`src/rtl/pc_unit_pkg.sv`:
```
// Shared encodings for the program-counter stage: PCSrc selects, sequencer
// states and the default reset vector.
package pc_unit_pkg;

    typedef enum logic [1:0] {
        PCSRC_SEQ = 2'b00,
        PCSRC_BR  = 2'b01,
        PCSRC_J   = 2'b10,
        PCSRC_JR  = 2'b11
    } pcsrc_e;

    typedef enum logic [1:0] {
        S_IDLE    = 2'b00,
        S_FETCHED = 2'b01,
        S_DECODED = 2'b10
    } pc_state_e;

    localparam logic [31:0] PC_RESET_VECTOR = 32'h0000_3000;

endpackage

```
`src/rtl/pc_unit_if.sv`:
```
// Control/data bundle between the multicycle controller and pc_unit.
// BranchCount/TakenCount exist only when BRANCH_STATS_EN is defined.
interface pc_unit_if;

    logic        FetchEn;
    logic        DecodeEn;
    logic        ResolveEn;
    logic [1:0]  PCSrc;
    logic [31:0] Instr;
    logic        BranchSucceed;
    logic [31:0] RegA;
    logic [31:0] PC;
    logic [31:0] InstrAddr;
    logic [31:0] BranchTarget;
    logic        Redirect;
    logic        SeqError;
`ifdef BRANCH_STATS_EN
    logic [31:0] BranchCount;
    logic [31:0] TakenCount;
`endif

    modport master (
        output FetchEn, DecodeEn, ResolveEn, PCSrc, Instr, BranchSucceed, RegA,
        input  PC, InstrAddr, BranchTarget, Redirect, SeqError
`ifdef BRANCH_STATS_EN
        , input BranchCount, TakenCount
`endif
    );

    modport slave (
        input  FetchEn, DecodeEn, ResolveEn, PCSrc, Instr, BranchSucceed, RegA,
        output PC, InstrAddr, BranchTarget, Redirect, SeqError
`ifdef BRANCH_STATS_EN
        , output BranchCount, TakenCount
`endif
    );

endinterface

```
`src/rtl/pc_target_calc.sv`:
```
// Combinational branch/jump target computation from the post-fetch PC
// (InstrAddr+4) and the current instruction.
module pc_target_calc (
    input  logic [31:0] i_pc,
    input  logic [31:0] i_instr,
    output logic [31:0] o_branch_target,
    output logic [31:0] o_jump_target
);

    logic [31:0] w_br_offset;

    assign w_br_offset     = {{14{i_instr[15]}}, i_instr[15:0], 2'b00};
    assign o_branch_target = i_pc + w_br_offset;
    assign o_jump_target   = {i_pc[31:28], i_instr[25:0], 2'b00};

endmodule

```
`src/rtl/pc_unit.sv`:
```
// Program-counter stage: fetch/decode/resolve sequencer with PC commit.
// Optional branch statistics counters enabled by BRANCH_STATS_EN.
module pc_unit
    import pc_unit_pkg::*;
#(
    parameter logic [31:0] RESET_VECTOR = PC_RESET_VECTOR
) (
    input  logic      clk,
    input  logic      rst,
    pc_unit_if.slave  bus
);

    pc_state_e   r_state;
    logic [31:0] r_pc;
    logic [31:0] r_instr_addr;
    logic [31:0] r_branch_target;
    logic [31:0] r_jump_target;
    logic        r_redirect;
    logic        r_seq_error;
`ifdef BRANCH_STATS_EN
    logic [31:0] r_branch_count;
    logic [31:0] r_taken_count;
`endif

    logic [31:0] w_branch_target;
    logic [31:0] w_jump_target;
    logic        w_any_strobe;
    logic        w_multi_strobe;
    pcsrc_e      w_pcsrc;

    pc_target_calc u_target_calc (
        .i_pc            (r_pc),
        .i_instr         (bus.Instr),
        .o_branch_target (w_branch_target),
        .o_jump_target   (w_jump_target)
    );

    assign w_any_strobe   = bus.FetchEn | bus.DecodeEn | bus.ResolveEn;
    assign w_multi_strobe = (bus.FetchEn & bus.DecodeEn) |
                            (bus.FetchEn & bus.ResolveEn) |
                            (bus.DecodeEn & bus.ResolveEn);
    assign w_pcsrc        = pcsrc_e'(bus.PCSrc);

    always_ff @(posedge clk) begin
        if (rst) begin
            r_state         <= S_IDLE;
            r_pc            <= RESET_VECTOR;
            r_instr_addr    <= RESET_VECTOR;
            r_branch_target <= '0;
            r_jump_target   <= '0;
            r_redirect      <= 1'b0;
            r_seq_error     <= 1'b0;
`ifdef BRANCH_STATS_EN
            r_branch_count  <= '0;
            r_taken_count   <= '0;
`endif
        end else begin
            r_redirect  <= 1'b0;
            r_seq_error <= 1'b0;
            // A strobe is accepted only if it is the sole strobe and matches the state.
            if (w_multi_strobe) begin
                r_seq_error <= 1'b1;
            end else if (w_any_strobe) begin
                unique case (r_state)
                    S_IDLE: begin
                        if (bus.FetchEn) begin
                            r_instr_addr <= r_pc;
                            r_pc         <= r_pc + 32'd4;
                            r_state      <= S_FETCHED;
                        end else begin
                            r_seq_error  <= 1'b1;
                        end
                    end
                    S_FETCHED: begin
                        if (bus.DecodeEn) begin
                            r_branch_target <= w_branch_target;
                            r_jump_target   <= w_jump_target;
                            r_state         <= S_DECODED;
                        end else begin
                            r_seq_error     <= 1'b1;
                        end
                    end
                    S_DECODED: begin
                        if (bus.ResolveEn) begin
                            r_state <= S_IDLE;
                            unique case (w_pcsrc)
                                PCSRC_SEQ: ;
                                PCSRC_BR: begin
                                    if (bus.BranchSucceed) begin
                                        r_pc       <= r_branch_target;
                                        r_redirect <= 1'b1;
                                    end
`ifdef BRANCH_STATS_EN
                                    r_branch_count <= r_branch_count + 32'd1;
                                    if (bus.BranchSucceed)
                                        r_taken_count <= r_taken_count + 32'd1;
`endif
                                end
                                PCSRC_J: begin
                                    r_pc       <= r_jump_target;
                                    r_redirect <= 1'b1;
                                end
                                PCSRC_JR: begin
                                    r_pc       <= {bus.RegA[31:2], 2'b00};
                                    r_redirect <= 1'b1;
                                end
                                default: ;
                            endcase
                        end else begin
                            r_seq_error <= 1'b1;
                        end
                    end
                    default: r_state <= S_IDLE;
                endcase
            end
        end
    end

    assign bus.PC           = r_pc;
    assign bus.InstrAddr    = r_instr_addr;
    assign bus.BranchTarget = r_branch_target;
    assign bus.Redirect     = r_redirect;
    assign bus.SeqError     = r_seq_error;
`ifdef BRANCH_STATS_EN
    assign bus.BranchCount  = r_branch_count;
    assign bus.TakenCount   = r_taken_count;
`endif

endmodule

```
`src/flat_wrapper.sv`:
```
// flat-port wrapper written by rule: the top's interface ports become plain ports
module pc_unit_flat import pc_unit_pkg::*;
#(
    parameter logic [31:0] RESET_VECTOR = PC_RESET_VECTOR
)
  (clk, rst, bus_FetchEn, bus_DecodeEn, bus_ResolveEn, bus_PCSrc, bus_Instr, bus_BranchSucceed, bus_RegA, bus_PC, bus_InstrAddr, bus_BranchTarget, bus_Redirect, bus_SeqError);
  pc_unit_if bus_i ();
  input  logic clk;
  input  logic rst;
  input wire logic [$bits(bus_i.FetchEn)-1:0] bus_FetchEn;
  input wire logic [$bits(bus_i.DecodeEn)-1:0] bus_DecodeEn;
  input wire logic [$bits(bus_i.ResolveEn)-1:0] bus_ResolveEn;
  input wire logic [$bits(bus_i.PCSrc)-1:0] bus_PCSrc;
  input wire logic [$bits(bus_i.Instr)-1:0] bus_Instr;
  input wire logic [$bits(bus_i.BranchSucceed)-1:0] bus_BranchSucceed;
  input wire logic [$bits(bus_i.RegA)-1:0] bus_RegA;
  output wire logic [$bits(bus_i.PC)-1:0] bus_PC;
  output wire logic [$bits(bus_i.InstrAddr)-1:0] bus_InstrAddr;
  output wire logic [$bits(bus_i.BranchTarget)-1:0] bus_BranchTarget;
  output wire logic [$bits(bus_i.Redirect)-1:0] bus_Redirect;
  output wire logic [$bits(bus_i.SeqError)-1:0] bus_SeqError;
  assign bus_i.FetchEn = bus_FetchEn;
  assign bus_i.DecodeEn = bus_DecodeEn;
  assign bus_i.ResolveEn = bus_ResolveEn;
  assign bus_i.PCSrc = bus_PCSrc;
  assign bus_i.Instr = bus_Instr;
  assign bus_i.BranchSucceed = bus_BranchSucceed;
  assign bus_i.RegA = bus_RegA;
  assign bus_PC = bus_i.PC;
  assign bus_InstrAddr = bus_i.InstrAddr;
  assign bus_BranchTarget = bus_i.BranchTarget;
  assign bus_Redirect = bus_i.Redirect;
  assign bus_SeqError = bus_i.SeqError;
  pc_unit #(.RESET_VECTOR(RESET_VECTOR)) u_core (.clk(clk), .rst(rst), .bus(bus_i));
endmodule
```
`config.mk`:
```
export PLATFORM = sky130hd
export DESIGN_NAME = pc_unit_flat
export DESIGN_NICKNAME = d
export VERILOG_FILES = /design/src/rtl/pc_unit_pkg.sv /design/src/rtl/pc_unit_if.sv /design/src/rtl/pc_target_calc.sv /design/src/rtl/pc_unit.sv /design/src/flat_wrapper.sv
export SDC_FILE = /design/constraint.sdc
export NUM_CORES = 1
export LEC_CHECK = 0
export CORE_ASPECT_RATIO = 0.6
export CORE_MARGIN = 2
export CORE_UTILIZATION = 47
export CTS_CLUSTER_SIZE = 30
export DETAILED_ROUTE_END_ITERATION = 12
export DONT_BUFFER_PORTS = 1
export PLACE_DENSITY = 0.65
export SLEW_MARGIN = 20
export SYNTH_ARGS = -nofsm -noshare
export SYNTH_HDL_FRONTEND = slang
export SYNTH_SLANG_ARGS = --single-unit
```
`constraint.sdc`:
```
create_clock -name clk -period 2.9 [get_ports clk]
set_input_delay 0.725 -clock clk [delete_from_list [all_inputs] [get_ports clk]]
set_output_delay 0.725 -clock clk [all_outputs]
set_load 0.01 [all_outputs]
```
==> impl_metrics.tcl <==
set metrics [dict create \
    mostFrequentLayoutCells "nand2_1, a21oi_1, dfxtp_1" \
    worstMarginPinSlew_ps 636 \
    yosys_register_bits 130 \
    crit_start "u_core.bus.PC[2]" \
    viasPerCell 6.01 \
    critical_path_class "flop to flop" \
    io_pins 170 \
    r2r_start "u_core.bus.PC[2]" \
    placed_cell_area_mm2 0.00793 \
    gp_congestion 0.958 \
    switchingPower_uw 1010 \
    startpoint_type "flop" \
    dp_slack_ps -187 \
    ant_nets 0 \
    cts-root-buf "clkbuf_16" \
    vdd_drop_max_mv 0.288 \
    synth_nets 1123 \
    grt_max_degree 118 \
    netlist_top_cells_area "dfxtp_1, nand2_1, a21oi_1" \
    drc 0 \
    synth_area_mm2 0.00748 \
    synth_warnings 0 \
    die_w_um 167 \
    num_antenna_cells 0 \
    min_from "rst" \
    netSwitchingFraction 0.235 \
    min_period_ps 2760 \
    cts.sinks 130 \
    tritoncts "built" \
    grt_pass1_wl_um 38800 \
    post_cts_buffers 0 \
    slew_violations 0 \
    drt_wl_total_um 24900 \
    setup_violations 0 \
    finalClockSkew_ps 13.6 \
    clkPwrFrac 0.522 \
    grt_overflow 0 \
    cts-resized-gates 0 \
    rsz0062_at_grt "no" \
    synth-seq-area-share 0.348 \
    synth-edff-count 0 \
    cts_hold_buf 0 \
    synth_top_area_share 0.348 \
    p_per_area_mw_per_mm2 505 \
    fin_nets 1125 \
    design_area_mm2 0.00854 \
    p_int_uw 3300 \
    wl_per_cell_um 20.1 \
    synth_ff_type "dfxtp_1" \
    worstPathArrival_ps 3090 \
    combPwrFrac 0.058 \
    hold_viol 0 \
    vias 7435 \
    yosysUniqueCellTypes 57 \
    grtUsageTotal 0.294 \
    core_mm2 0.0155 \
    die_area_mm2 0.0170 \
    hold_class "input pin to flop" \
    n_fill_cell 1490 \
    worst_slack_ps 142 \
    crit_required_ps 3240 \
    clkTransAtPathRegs_ps 60 \
    synthArstFlopShare 0 \
    final_common_cell "nand2_1" \
    clockBufferDepth 2 \
    start_util 0.484 \
    leakagePower_uw 0.00323 \
    grt_pass1_vias 6653 \
    seqPwrFrac 0.420 \
    drive_above_1_share 0.102 \
    fmax_ghz 0.363 \
    numCtsBuffers 17 \
    syn_inst 1020 \
    antenna_found_initial 0 \
    run_status "finished, final reports clean" \
    finalCritPeriodShare 0.951 \
    clk_latency_ps 420 \
    cp_max_fo 4 \
    synth_top_area_cell "dfxtp_1" \
    firstDrtPassIters 5 \
    cap_violations 0 \
    maxSlewHeadroom 0.576 \
    area_delta_synth_final_pct 14.2 \
    dp_hpwl_um 17500 \
    rows 35 \
    synth_area_per_cell_um2 7.33 \
    die_h_um 102 \
    io_buffers 0 \
    drtIter0Drc 863 \
    htree_levels 4 \
    crit_path_end_kind "flop" \
]
[cell families (layout without fill, tap and decap cells)]
| kind of cell | after synthesis | after routing | synth area share |
|---|---|---|---|
| simple gates | 403 | 403 | 0.232 |
| fa+ha+maj | 31 | 31 | 0.0529 |
| xor+xnor | 16 | 16 | 0.0187 |
| mux | 35 | 35 | 0.0470 |
| compound gates | 321 | 321 | 0.257 |
| flops | 130 | 130 | 0.348 |
| buf+inv | 84 | 99 | 0.0445 |
[cell type report]
class	instances	area [um^2]	area share
clock buffers	20	457	0.0535
clock inverters	12	155	0.0182
inverters	8	30.0	0.00352
multi-input cells	806	4570	0.536
flip-flops and latches	130	2600	0.305
well taps	203	254	0.0297
repair buffers	59	468	0.0548
[Yosys cell counts (all sizes together), types with 3 or more instances]
library cell	instances
dfxtp	130
ha	30
o31ai	3
nand4	17
xor2	3
nand2	213
nor3b	4
and2	4
a21o	19
nor4	3
o21a	3
nand2b	5
nor3	17
and3	16
nor2b	4
o22ai	11
and4	3
nor2	88
a31oi	7
a31o	3
o21ai	55
xnor2	13
o211ai	11
o2111ai	4
mux2i	34
buf	12
clkbuf	64
inv	8
nand3	20
a211oi	29
a21oi	157
or3	7
[power groups by stage]
stage	combinational [uW]	sequential, uW	clock (uW)
floorplan	223	1850	0
global route	279	1810	2360
finish	251	1810	2250
global placement	243	1850	0
CTS	248	1810	2270
detailed placement	245	1850	0
[path summary, 6_finish.rpt]
check	endpoint	slack [ps]	cells after the start
max reg2reg	u_core.bus.BranchTarget[30]	140	9
min reg2reg	u_core.r_jump_target[20]	450	2
max	u_core.bus.BranchTarget[30]	140	9
min	u_core.r_jump_target[24]	370	1
[worst max-delay path, cell delays in order (launching register included)]
cell,delay (ps)
dfxtp_1,320
ha_1,240
fa_2,360
a21o_1,200
a221oi_4,350
a211oi_2,170
o31a_1,360
a31oi_1,220
mux2_1,340
o22ai_1,120
[per-layer routing]
layer	track usage	routed length [um]
met5	0	0
met4	0.0637	279
met3	0.0852	2310
met2	0.449	10600
met1	0.414	11800
[state kept, by name (all words and copies together), names as in the netlist]
signal                   flops
u_core.bus.BranchTarget     32
u_core.bus.PC               32
u_core.r_state               2
u_core.r_jump_target        30
u_core.bus.SeqError          1
u_core.bus.Redirect          1
u_core.bus.InstrAddr        32
[metrics by stage]
step	hold slack, ps	setup TNS (ps)	cells	utilization	total power [uW]
after floorplan	436	0	1020	-	2070
after global placement	435	-388	1206	0.513	2090
after detailed placement	440	-516	1206	0.513	2090
after CTS	360	0	1238	0.552	4320
after global routing	358	0	1238	0.552	4450
final	369	0	1238	0.552	4310
Note: power is estimated with default switching activity, not from simulation.
